==> src/rtl/wb_puls_multi.sv <==
// Wishbone slave for NCH debounced button inputs. Each input has its own edge-enable,
// pending, mask and debounce-counter state, and the block raises one level interrupt.
module wb_puls_multi #(
    parameter int NCH         = 8,
    parameter int CNT_W       = 20,
    parameter int DEB_DEFAULT = 1000000
) (
    input  logic             clk,
    input  logic             reset,
    input  logic [31:0]      wb_adr_i,
    input  logic [31:0]      wb_dat_i,
    output logic [31:0]      wb_dat_o,
    input  logic             wb_stb_i,
    input  logic             wb_cyc_i,
    input  logic             wb_we_i,
    input  logic [3:0]       wb_sel_i,
    output logic             wb_ack_o,
    output logic             intr,
    input  logic [NCH-1:0]   puls_in,
    output logic [NCH-1:0]   puls_state
);
    localparam logic [CNT_W-1:0] DEB_RST = CNT_W'(DEB_DEFAULT);

    localparam logic [2:0] A_STATE = 3'd0;
    localparam logic [2:0] A_PEND  = 3'd1;
    localparam logic [2:0] A_MASK  = 3'd2;
    localparam logic [2:0] A_RISE  = 3'd3;
    localparam logic [2:0] A_FALL  = 3'd4;
    localparam logic [2:0] A_DEB   = 3'd5;

    logic [NCH-1:0]   sync1_q, sync1_d, sync2_q, sync2_d;
    logic [NCH-1:0]   st_q, st_d;
    logic [CNT_W-1:0] cnt_q [NCH];
    logic [CNT_W-1:0] cnt_d [NCH];
    logic [NCH-1:0]   pend_q, pend_d, mask_q, mask_d;
    logic [NCH-1:0]   rise_en_q, rise_en_d, fall_en_q, fall_en_d;
    logic [CNT_W-1:0] deb_q, deb_d;
    logic             ack_q, ack_d, intr_q, intr_d;
    logic [31:0]      dat_q, dat_d;

    logic             accept, wr;
    logic [2:0]       adr;
    logic [31:0]      byte_mask, rdata;
    logic [NCH-1:0]   edge_set, pend_clr;
    logic             unused_bits;

    assign adr         = wb_adr_i[4:2];
    assign unused_bits = ^{wb_adr_i[31:5], wb_adr_i[1:0], wb_dat_i, byte_mask};

    always_comb begin
        accept    = wb_stb_i & wb_cyc_i & ~ack_q;
        wr        = accept & wb_we_i;
        byte_mask = {{8{wb_sel_i[3]}}, {8{wb_sel_i[2]}}, {8{wb_sel_i[1]}}, {8{wb_sel_i[0]}}};
        sync1_d   = puls_in;
        sync2_d   = sync1_q;

        // A channel's counter runs only while the synchronised pin disagrees with the stable level.
        st_d = st_q;
        for (int i = 0; i < NCH; i++) begin
            cnt_d[i] = '0;
            if (sync2_q[i] != st_q[i]) begin
                if (cnt_q[i] < deb_q) cnt_d[i] = cnt_q[i] + CNT_W'(1);
                else                  st_d[i]  = sync2_q[i];
            end
        end

        edge_set = (st_d & ~st_q & rise_en_q) | (~st_d & st_q & fall_en_q);
        pend_clr = '0;
        if (wr && adr == A_PEND) pend_clr = wb_dat_i[NCH-1:0] & byte_mask[NCH-1:0];
        // A new edge beats a clear arriving in the same cycle.
        pend_d = (pend_q & ~pend_clr) | edge_set;

        mask_d    = mask_q;
        rise_en_d = rise_en_q;
        fall_en_d = fall_en_q;
        deb_d     = deb_q;
        if (wr) begin
            case (adr)
                A_MASK: mask_d    = (mask_q & ~byte_mask[NCH-1:0]) | (wb_dat_i[NCH-1:0] & byte_mask[NCH-1:0]);
                A_RISE: rise_en_d = (rise_en_q & ~byte_mask[NCH-1:0]) | (wb_dat_i[NCH-1:0] & byte_mask[NCH-1:0]);
                A_FALL: fall_en_d = (fall_en_q & ~byte_mask[NCH-1:0]) | (wb_dat_i[NCH-1:0] & byte_mask[NCH-1:0]);
                A_DEB:  deb_d     = (deb_q & ~byte_mask[CNT_W-1:0]) | (wb_dat_i[CNT_W-1:0] & byte_mask[CNT_W-1:0]);
                default: ;
            endcase
        end

        rdata = '0;
        case (adr)
            A_STATE: rdata[NCH-1:0]   = st_q;
            A_PEND:  rdata[NCH-1:0]   = pend_q;
            A_MASK:  rdata[NCH-1:0]   = mask_q;
            A_RISE:  rdata[NCH-1:0]   = rise_en_q;
            A_FALL:  rdata[NCH-1:0]   = fall_en_q;
            A_DEB:   rdata[CNT_W-1:0] = deb_q;
            default: ;
        endcase

        ack_d  = accept;
        dat_d  = (accept && !wb_we_i) ? rdata : '0;
        intr_d = |(pend_q & mask_q);
    end

    always_ff @(posedge clk) begin
        if (!reset) begin
            sync1_q   <= '0;
            sync2_q   <= '0;
            st_q      <= '0;
            for (int i = 0; i < NCH; i++) cnt_q[i] <= '0;
            pend_q    <= '0;
            mask_q    <= '0;
            rise_en_q <= '1;
            fall_en_q <= '0;
            deb_q     <= DEB_RST;
            ack_q     <= 1'b0;
            dat_q     <= '0;
            intr_q    <= 1'b0;
        end else begin
            sync1_q   <= sync1_d;
            sync2_q   <= sync2_d;
            st_q      <= st_d;
            for (int i = 0; i < NCH; i++) cnt_q[i] <= cnt_d[i];
            pend_q    <= pend_d;
            mask_q    <= mask_d;
            rise_en_q <= rise_en_d;
            fall_en_q <= fall_en_d;
            deb_q     <= deb_d;
            ack_q     <= ack_d;
            dat_q     <= dat_d;
            intr_q    <= intr_d;
        end
    end

    assign wb_ack_o   = ack_q;
    assign wb_dat_o   = dat_q;
    assign intr       = intr_q;
    assign puls_state = st_q;
endmodule
==> config.mk <==
export PLATFORM = sky130hd
export DESIGN_NAME = wb_puls_multi
export DESIGN_NICKNAME = d
export VERILOG_FILES = /design/src/rtl/wb_puls_multi.sv
export SDC_FILE = /design/constraint.sdc
export NUM_CORES = 1
export LEC_CHECK = 0
export BUFFER_PORTS_ARGS = -buffer_cell sky130_fd_sc_hd__buf_2
export CORE_ASPECT_RATIO = 1.5
export CORE_MARGIN = 1
export CORE_UTILIZATION = 54
export DETAILED_ROUTE_END_ITERATION = 10
export GPL_ROUTABILITY_DRIVEN = 0
export GPL_TIMING_DRIVEN = 0
export PLACE_DENSITY = 0.76
export SLEW_MARGIN = 20
export SYNTH_ARGS = -nofsm -noshare
export SYNTH_HDL_FRONTEND = slang
export SYNTH_SLANG_ARGS = --single-unit
==> constraint.sdc <==
create_clock -name clk -period 2.15 [get_ports clk]
set_input_delay 0 -clock clk [delete_from_list [all_inputs] [get_ports clk]]
set_output_delay 0 -clock clk [all_outputs]
set_load 0.02 [all_outputs]
# == Word level (Yosys, flattened, before mapping) ==
# Memory sizes are Yosys's and may differ from the RTL's.
# Index checks and enable logic that the tools add are counted.
# totals
reg_bits,110
ram_bits,160
inputBits,81
output_inout_bits,42
word_cells,133
memories,1
# memory_table
memory,words,word_bits,read_ports,rd_ports_with_merged_regs,write_ports,line,rtl
cnt_q,8,20,8,0,8,33,logic [CNT_W-1:0] cnt_q [NCH];
# classes
add_sub_neg,8
n_lt_le_gt_ge,8
eq_ne,13
mux,44
bitwise,35
n_reduce_logical,11
# ops
op,n
two-way mux 20 bit,24
adder 20 x 1 -> 20 bit (second input constant),8
< comparator 20 bit,8
AND 8 bit,10
one-hot mux 8 bit (6 select lines),1
AND 20 bit,2
OR 8 bit,5
inverter 8 bit,4
inverter 20 bit,1
OR 20 bit,1
two-way mux 1 bit,18
AND reduction 2 bit,5
two-way mux 8 bit,1
!= test 1 bit,8
OR 1 bit,8
OR reduction 8 bit,1
== test 3 x 2 -> 1 bit (second input constant),2
== test 3 bit (second input constant),2
AND 1 bit,3
== test 3 x 1 -> 1 bit (second input constant),1
logical NOT 3 bit,1
AND reduction 3 bit,1
logical AND 1 bit,2
logical NOT 1 bit,1
inverter 1 bit,1

# == Longest topological paths before layout ==
# Gate-level depths: netlist (run 1).
# An unclocked memory read counts as a cell.
# depth
ltp_word,9
mapped_depth,9
depth_no_buf,8

# == Worst setup path before layout (run 1) ==
# No wires, ideal clock.
# synth_timing
kind,flip-flop to flip-flop
from,register (tool-made name)
to,memory cnt_q[5][14] (netlist: cnt_q[1][34])
setup_ns,0.064
arrival_time_ns,1.959
required_time_ns,2.086
path_slack_ns,0.127
stages_incl_launch_ff,9
path_buffers,1
period_less_slack_ns,2.023
path_cell_list,dfxtp_1 inv_1 ha_1 a21o_1 a221o_1 a21oi_1 o311ai_4 buf_6 nor2_1
# synth_lines
element,line
"end, declared",33

==> results of run 1 <==
-- final cells by class --
type                       count  area (um^2)
buffer                        46          299
inverter                      36          206
clock buffer                  39          781
clock inverter                 9          173
multi-input combinational   1215         9960
tap                          328          410
timing repair buffer         199         1880
sequential                   258         5200
fill                        1456         6140
-- cell families after synthesis --
family                     synth area share, %
DFF                                       37.6
other                                   0.0273
xor gates and xnor gates                  9.18
AOI/OAI and AO/OA                         8.92
adders and majority gates                 14.6
muxes                                     3.34
buffers and inverters                     2.67
and+or+nand+nor                           23.7
-- critical path, cell delays in order, from the launching register on --
cell        delay (ps)
dfxtp_4            370
clkinvlp_4         190
buf_4              200
buf_6              120
ha_4               150
a21oi_1            250
a21oi_2            130
o31ai_4            280
nand4_4            230
buf_8              220
nor2_4             110
-- power by group --
part,internal (mW),leakage [nW],switching (mW)
logic,0.205,4.65,0.280
clock network,3.10,0.465,2.09
registers,4.80,2.09,0.0203
-- synthesized netlist by cell type, drive strengths merged (15+ instances only) --
cell,n,share of area [%]
mux2i,29,2.1
nor3,26,0.95
buf,21,1.0
inv,36,0.98
nand2,125,3.4
xor2,97,6.2
and2,21,0.96
o21ai,17,0.62
and4,17,1.1
nand4,52,2.7
and3,49,2.2
xnor2,47,3.0
dfxtp,258,38
nor2,230,6.3
ha,160,15
nor2b,20,0.91
o211ai,17,0.93
o31ai,15,0.82
nand3,111,4.0
a22oi,17,0.93
clkbuf,25,0.68
a21oi,78,2.8
-- worst max-delay path by stage --
stage | from | end | slack [ps] | cells after the start
finish | flop | cnt_q[0][23] | -170 | 10
global route | flop | cnt_q[0][58] | -210 | 11
CTS | flop | puls_state[5] | -20 | 8
floorplan | flop | cnt_q[1][34] | 130 | 8
detailed placement | flop | cnt_q[0][16] | -690 | 8
global placement | flop | cnt_q[0][71] | -600 | 8
-- layout by cell type (no fill, tap or decap), types with 20 or more instances in the layout --
cell type / n
dfxtp_1: 240
nor2_1: 127
nand2_1: 120
nand3_1: 102
ha_1: 100
xor2_1: 97
buf_2: 71
nor2_2: 61
ha_4: 57
a21oi_1: 54
buf_4: 51
xnor2_1: 47
nand4_1: 45
nor2_4: 42
and3_1: 40
buf_6: 35
dlygate4sd3_1: 34
mux2i_1: 29
clkbuf_16: 29
a21oi_2: 23
and2_1: 21
clkbuf_1: 21
buf_12: 21
clkinvlp_4: 20
-- metal layers --
| layer | global-route usage (%) | up-vias |
|---|---|---|
| met4 | 21.2 | 0 |
| met5 | 0 | - |
| met2 | 53.5 | 853 |
| met1 | 33.4 | 6344 |
| met3 | 4.13 | 320 |
| li1 | - | 5928 |
-- per-stage QoR --
stage,setup WS (ps),total power [mW],utilization (%),hold slack (ps)
after floorplan,127,5.12,-,127
after global placement,-598,5.24,58.0,207
after detailed placement,-695,5.25,58.0,215
after CTS,-23.9,10.3,67.4,7.63
after global routing,-210,10.7,75.5,37.3
final,-168,10.5,75.5,12.5
-- timing repair --
item	4_1_cts	5_1_grt
buffers inserted	64	22
endpoints found under the hold margin	63	0
pin swaps	22	149
hold buffers	34	0
setup endpoints to repair	196	217
gates resized for setup	90	367
gates cloned	2	11
==> out/results.txt, run 1 <==
CP Capture Type = flop
Worst setup SP type = flop
PwrDens = 555 mW/mm^2
Post-synthesis sequential area ratio = 37.6%
Dpl cells = 1949
Routed WL per cell = 22.8 um
First-pass GRT wire length = 62.2 mm
Clock Latency Late Sink = 570 ps
Post-Syn Area = 0.0137 mm^2
CTS buffer count = 26
R2R depth = 10
Row count = 71
FF+latch count, synth = 258
Critical path class = flop to flop
Crit path arrival time = 2810 ps
CTS H-tree lvls = 1
Root Buffer = clkbuf_16
GRT Util Overall = 30.2%
CTS clock-pin slew for the worst setup and hold paths = 70 ps
Largest net degree at the start of global routing = 15
Hold path start = wb_adr_i[4]
Initial Util = 54.9%
DRT iter0 DRCs = 967
Synth Flop Type = dfxtp_1
Worst endpoint required time = 2640 ps
Non-Filler Instances = 2130
Clock Tree Buf Depth = 3
Hold Crit Class = primary input to flop
Failing checks = negative setup slack
Worst R2R End = cnt_q[0][23]
DP Area = 0.0145 mm^2
Hold Vio Cnt, Final = 0
IO Port Bufs = 66
Final Instance Area = 0.0189 mm^2
Netlist cell types = 51
Met3 wire len = 3.74 mm
Number of enable flip-flop cells after synthesis = 0
Die Width = 132 um
Area growth, synth to finish = 37.6%
Top achievable clock speed = 431 MHz
Final worst path period share = 108%
TritonCTS Sinks = 258
Worst slew pin tran = 847 ps
Min-Delay Endpoint = wb_dat_o[3]
Skew final = 12.5 ps
Router iterations before antenna repair = 8
Diodes inserted = 0
Crit path max fanout = 5
Reg2reg setup slack = -170 ps
IO Count = 123
Core area = 0.0251 mm^2
Nets = 2023
Minimum clock period = 2320 ps
RSZ-0062 raised after global routing = yes
TritonCTS clock tree = built
Post-Route WL = 48.6 mm
Wire length on met2 = 23.3 mm
Vias in the first global route = 12300
# setup viols final = 156
Max Cap Viol = 0
Peak supply drop = 0.000714 V
Post-DP HPWL = 25.4 mm
Final Slew Violations = 0
Max-Slew Margin vs Limit = 43.5%
Antenna violations before repair = 0
Syn Inst Count = 1544
Highest Signal Layer = met4
Share of synthesized registers carrying an async set or reset = 0%
Setup TNS = -9750 ps
Total global routing overflow = 0
Via count = 13400
DRC Markers = 0
M1 WL = 17.2 mm
Static Leak = 7.20 nW
Chip height = 197 um
WHS Path Cells = 4
Share of cells above drive strength 1 = 29.8%
Vias/cell = 6.31
Worst setup margin = -168 ps
Die area = 0.0261 mm^2
Synth warn = 0
Run status = finished with violations
Syn avg cell area = 8.90 um^2
Antenna Nets Post-Route = 0
No activity file was read; power rests on OpenSTA's default activity.
==> run 2, diff against run 1 <==
--- a/config.mk
+++ b/config.mk
@@ -8,11 +8,12 @@
 export BUFFER_PORTS_ARGS = -buffer_cell sky130_fd_sc_hd__buf_2
 export CORE_ASPECT_RATIO = 1.5
 export CORE_MARGIN = 1
-export CORE_UTILIZATION = 54
+export CORE_UTILIZATION = 55
+export CTS_BUF_LIST = sky130_fd_sc_hd__clkbuf_4
 export DETAILED_ROUTE_END_ITERATION = 10
 export GPL_ROUTABILITY_DRIVEN = 0
 export GPL_TIMING_DRIVEN = 0
-export PLACE_DENSITY = 0.76
+export PLACE_DENSITY = 0.78
 export SLEW_MARGIN = 20
 export SYNTH_ARGS = -nofsm -noshare
 export SYNTH_HDL_FRONTEND = slang
==> run 2 against run 1 <==
  * The run still ends with negative setup slack left
  * Critical path type unchanged
  * Clock skew rose by 18 ps
  * Utilization is 4.9 points lower
  * Combinational power down 9.3%
  * Power fell by 11%
  * Maximum frequency is 2.2% higher
  * Non-clock buffer count down 17
  * Flip-flop and latch count stayed put
  * Sequential power barely moved
  * Critical path depth is the same
  * Clock-buffer cell count grew 43
  * Setup slack better by 49 ps
==> out/results.txt, run 2 (synthesis results as in run 1) <==
Run status = finished with violations
Failing checks = negative setup slack
Crit path arrival time = 2910 ps (+100 ps)
Routed WL per cell = 18.5 um (-19%)
# setup viols final = 74 (-53%)
Buffers and inverters on the worst path = 5 (+1)
Switching Power = 2.33 mW (-2.2%)
Static Leak = 6.97 nW (-3.1%)
TritonCTS clock tree = built
IO Count = 123 (unchanged)
Core area = 0.0244 mm^2 (-2.5%)
Skew final = 30.5 ps (+17.9 ps)
Area growth, synth to finish = 25.4%
Post-DP HPWL = 25.4 mm (-0.30%)
Antenna Nets Post-Route = 0 (unchanged)
Clock Latency Late Sink = 750 ps (+180 ps)
Most common cell after layout, fill and taps aside = dfxtp_1
PwrDens = 543 mW/mm^2 (-2.2%)
Final Slew Violations = 0 (unchanged)
Largest net degree at the start of global routing = 16 (+1)
Crit-path most repeated cell = buf_4
Switching fraction of total power = 25.0% (+2.2 points)
Via count = 12700 (-5.7%)
CTS clock-pin slew for the worst setup and hold paths = 70 ps (about the same)
CTS buffer count = 60 (+130%)
First-pass GRT wire length = 61.5 mm (-1.2%)
Part of the power in the clock network = 43.8% (-5.6 points)
Crit path max fanout = 8 (+3)
CP Cell Sequence = clkinvlp_4 > buf_12 > buf_6 > ha_4 > and3_4 > nand4_1 > buf_4 > o311ai_4 > buf_4 > nor2_1
Setup TNS = -3350 ps (+6400 ps)
Clock Tree Buf Depth = 3 (unchanged)
Hold Crit Class = primary input to flop
CTS H-tree lvls = 2 (+1)
Top achievable clock speed = 441 MHz (+2.2%)
Die area = 0.0256 mm^2 (-1.8%)
Final Instance Area = 0.0172 mm^2 (-8.9%)
CP Capture Type = flop
Worst setup SP type = flop
Vias in the first global route = 12600 (+2.1%)
GRT Util Overall = 31.1% (+0.83 points)
DRC Markers = 0 (unchanged)
Worst setup margin = -119 ps (+49.2 ps)
RSZ-0062 raised after global routing = yes
Root Buffer = clkbuf_4
TritonCTS Sinks = 258 (unchanged)
Router iterations before antenna repair = 6 (-2)
Seq pwr share = 51.5% (+5.6 points)
Commonest non-fill, non-tap cells in the layout = 241 x dfxtp_1, 220 x nor2_1, 142 x ha_1
Internal power = 7.02 mW (-13%)
Vias/cell = 5.83 (-7.6%)
Critical Path Slowest Stage Cell = o311ai_4
Critical path class = flop to flop
Worst slew pin tran = 979 ps (+132 ps)
Nets = 2040 (+0.84%)
Initial Util = 56.2% (+1.4 points)
Comb pwr share = 4.7% (about the same)
Hold Vio Cnt, Final = 0 (unchanged)
Max Cap Viol = 0 (unchanged)
Antenna violations before repair = 1 (+1)
DP Area = 0.0145 mm^2 (about the same)
Post-Route WL = 40.2 mm (-17%)
Cell family with most CP delay = buffers and inverters
Final worst path period share = 106% (-2.3 points)
Peak supply drop = 0.000625 V (-13%)
Total global routing overflow = 0 (unchanged)
DRT iter0 DRCs = 834 (-14%)
Row count = 70 (-1.4%)
Chip height = 196 um (-0.90%)
Share of cells above drive strength 1 = 20.6% (-9.2 points)
IO Port Bufs = 66 (unchanged)
Max-Slew Margin vs Limit = 34.7% (-8.8 points)
Minimum clock period = 2270 ps (-49.2 ps)
Slowest stage delay, CP = 420 ps (+50 ps)
Die Width = 131 um (-0.90%)
Worst endpoint required time = 2790 ps (+150 ps)
-- run 2: changes by cell type in the layout (fill, tap and decap cells not counted), sizes merged --
| cell | previous run | this run |
|---|---|---|
| bufinv | 5 | 2 |
| diode | 0 | 2 |
| clkinvlp | 20 | 19 |
| inv | 17 | 19 |
| buf | 191 | 159 |
| dlygate4sd3 | 34 | 48 |
| clkinv | 3 | 24 |
| clkbuf | 59 | 103 |
-- run 2: worst paths after layout --
kind / cells after the start / end / slack (ps) / startpoint
min: 3 / sync1_q[5] / 30 / puls_in[5]
max reg2reg: 10 / cnt_q[1][38] / -120 / flop
min reg2reg: 1 / sync2_q[5] / 440 / sync1_q[5]
max: 10 / cnt_q[1][38] / -120 / flop
-- run 2: repair_timing --
action / in CTS / in global routing
endpoints found under the hold margin: 70 / 0
pin swaps: 18 / 40
setup endpoints to repair: 179 / 181
hold buffers: 48 / 0
cloned: 3 / 3
gates resized for setup: 75 / 107
setup buffers: 57 / 5
-- run 2: worst reg2reg max path, cell delays in order, from the launching register on --
cell and delay (ps):
dfxtp_2 350, clkinvlp_4 100, buf_12 160, buf_6 130, ha_4 270, and3_4 190
nand4_1 100, buf_4 170, o311ai_4 420, buf_4 230, nor2_1 60
-- run 2: cell type report --
type | instances | area (um^2)
tap | 324 | 405
timing repair buffer | 182 | 1520
clock buffer | 82 | 616
fill | 1730 | 7200
clock inverter | 28 | 168
antenna | 2 | 5.00
sequential | 258 | 5190
multi-input combinational | 1215 | 8830
inverter | 36 | 206
buffer | 46 | 290
-- run 2: through the flow --
step                hold WS, ps  utilization, %  std cells  power [mW]  setup slack [ps]
floorplan                   127               -       1555        5.12               127
global placement            205            59.4       1945        5.24              -658
detailed placement          214            59.4       1945        5.24              -715
CTS                        1.37            68.2       2163        9.38             -13.2
global route               1.09            70.5       2172        9.71              -212
finish                     27.8            70.5       2173        9.35              -119
-- run 2: metal layers --
| metal | track usage [%] | routed length, um | vias up |
|---|---|---|---|
| met5 | 0 | 0 | - |
| met4 | 23.0 | 3050 | 0 |
| met3 | 5.97 | 2770 | 189 |
| met2 | 51.7 | 19400 | 538 |
| met1 | 34.6 | 14900 | 5965 |
| li1 | - | - | 5980 |
-- run 2: power by group through the flow --
stage          clock, mW  combinational, mW  sequential [mW]
2_1_floorplan          0              0.199             4.92
5_1_grt             4.43              0.464             4.82
3_3_place_gp           0              0.311             4.93
6_report            4.10              0.440             4.81
3_5_place_dp           0              0.317             4.93
4_1_cts             4.15              0.407             4.82
==> run 3, diff against run 2 <==
--- a/config.mk
+++ b/config.mk
@@ -13,7 +13,7 @@
 export DETAILED_ROUTE_END_ITERATION = 10
 export GPL_ROUTABILITY_DRIVEN = 0
 export GPL_TIMING_DRIVEN = 0
-export PLACE_DENSITY = 0.78
+export PLACE_DENSITY_LB_ADDON = 0.05
 export SLEW_MARGIN = 20
 export SYNTH_ARGS = -nofsm -noshare
 export SYNTH_HDL_FRONTEND = slang
==> run 3 against run 2 <==
  * The run still ends with negative setup slack left
  * Sequential share of layout area fell by 1.4 points
  * Largest cell class unchanged
  * Clock power fell by 7.8%
  * Largest power group unchanged
  * Non-clock buffer count rose by 11
==> out/results.txt, run 3 (synthesis results as in run 1) <==
Total global routing overflow = 0 (unchanged)
Run status = finished with violations
Clock Tree Buf Depth = 3 (unchanged)
Post-Route WL = 40.4 mm (+0.52%)
CTS H-tree lvls = 2 (unchanged)
Dpl cells = 1945 (unchanged)
Router iterations before antenna repair = 7 (+1)
CP Capture Type = flop
DRT iter0 DRCs = 524 (-37%)
Seq pwr share = 53.1% (+1.6 points)
RSZ-0062 raised after global routing = yes
Most common cell after layout, fill and taps aside = dfxtp_1
Post-Route Utilization = 74.0% (+3.5 points)
Vias in the first global route = 12100 (-3.5%)
Final Slew Violations = 0 (unchanged)
Chip height = 196 um (unchanged)
Setup TNS = -1320 ps (+2040 ps)
Hold Crit Class = primary input to flop
Part of the power in the clock network = 41.7% (-2.1 points)
Final Instance Area = 0.0181 mm^2 (+4.9%)
Critical path class = flop to flop
Antenna violations before repair = 1 (unchanged)
CTS buffer count = 61 (+1.7%)
CTS clock-pin slew for the worst setup and hold paths = 80 ps (about the same)
Max-Slew Margin vs Limit = 43.1% (+8.4 points)
Nets = 2052 (+0.59%)
Commonest non-fill, non-tap cells in the layout = 239 x dfxtp_1, 182 x nor2_1, 119 x nand2_1
Area of the multi-input gates = 0.00950 mm^2 (+7.6%)
Worst endpoint required time = 2820 ps (+30 ps)
Row count = 70 (unchanged)
Crit path arrival time = 2910 ps (about the same)
# setup viols final = 32 (-57%)
Pre-CTS setup slack = -781 ps (-65.7 ps)
Worst slew pin tran = 847 ps (-132 ps)
Max Cap Viol = 0 (unchanged)
Skew final = 36.3 ps (+5.80 ps)
Via count = 12500 (-1.7%)
IO Count = 123 (unchanged)
Peak supply drop = 0.000591 V (-5.3%)
TritonCTS clock tree = built
Die Width = 131 um (unchanged)
Worst setup margin = -90.0 ps (+29.1 ps)
Minimum clock period = 2240 ps (-29.1 ps)
Root Buffer = clkbuf_4
DRC Markers = 0 (unchanged)
Antenna Nets Post-Route = 0 (unchanged)
Non-Filler Instances = 2173 (unchanged)
Register area = 0.00519 mm^2 (unchanged)
Post-DP HPWL = 25.4 mm (about the same)
Largest net degree at the start of global routing = 16 (unchanged)
Switching Power = 2.25 mW (-3.7%)
Comb pwr share = 5.2% (+0.5 points)
PwrDens = 501 mW/mm^2 (-7.6%)
Crit path max fanout = 4 (-4)
Core area = 0.0244 mm^2 (unchanged)
Vias/cell = 5.73 (-1.7%)
Initial Util = 56.2% (unchanged)
Internal power = 6.82 mW (-2.8%)
GRT Util Overall = 31.4% (+0.33 points)
DP Area = 0.0145 mm^2 (unchanged)
IO Port Bufs = 66 (unchanged)
Final worst path period share = 104% (-1.4 points)
Failing checks = negative setup slack
Die area = 0.0256 mm^2 (unchanged)
Static Leak = 7.05 nW (+1.1%)
TritonCTS Sinks = 258 (unchanged)
Top achievable clock speed = 446 MHz (+1.3%)
Share of cells above drive strength 1 = 25.9% (+5.3 points)
Clock Latency Late Sink = 770 ps (+20 ps)
Area growth, synth to finish = 31.6%
Total power = 9.07 mW (-3.0%)
Hold WS = 22.0 ps (-5.82 ps)
Routed WL per cell = 18.6 um (+0.52%)
First-pass GRT wire length = 61.8 mm (+0.52%)
Switching fraction of total power = 24.8% (-0.18 points)
Worst setup SP type = flop
Fill cell count = 1790 (+3.5%)
Hold Vio Cnt, Final = 0 (unchanged)
-- run 3: final timing paths --
| kind | start | to | slack [ps] | depth (start not counted) |
|---|---|---|---|---|
| worst min-delay path | puls_in[1] | sync1_q[1] | 20 | 3 |
| worst min register to register | sync1_q[1] | sync2_q[1] | 440 | 1 |
| worst max register to register | flop | puls_state[5] | -90 | 8 |
| worst max-delay path | flop | puls_state[5] | -90 | 8 |
-- run 3: power by group through the flow --
stage	sequential (mW)	combinational, mW	clock [mW]
floorplan	4.92	0.199	0
global placement	4.93	0.321	0
detailed placement	4.93	0.323	0
CTS	4.82	0.419	3.87
global route	4.82	0.500	4.13
finish	4.82	0.469	3.78
-- run 3: metal layers --
layer  wire [um]  part of all wire (%)  track usage, %  vias up
met5           0                     0               0        -
met4        2820                   7.0            20.0        0
met3        2010                   5.0            5.92      165
met2       19500                    48            52.3      400
met1       16100                    40            36.3     5898
li1            -                     -               -     5997
-- run 3: area by class of cell --
| class | instances | share of cell area (%) |
|---|---|---|
| antenna | 1 | 0.0138 |
| clock inverter | 14 | 0.291 |
| sequential | 258 | 28.7 |
| tap | 324 | 2.24 |
| multi-input combinational | 1215 | 52.5 |
| timing repair buffer | 193 | 9.82 |
| clock buffer | 86 | 3.57 |
| buffer | 46 | 1.66 |
| inverter | 36 | 1.14 |
-- run 3: critical path: stages, from the launching register on --
cell        delay [ps]
dfxtp_2            350
clkinvlp_4         110
buf_12             150
ha_1               300
and3_4             190
a221o_1            370
a21oi_2            220
o31a_1             260
mux2i_1            210
-- run 3: what timing repair did --
| item | CTS | global route |
|---|---|---|
| endpoints found under the setup margin | 176 | 175 |
| pin swaps | 30 | 85 |
| setup buffers | 61 | 8 |
| hold buffers | 48 | 0 |
| resized for setup | 90 | 232 |
| gates cloned | 4 | 6 |
| endpoints found under the hold margin | 74 | 0 |
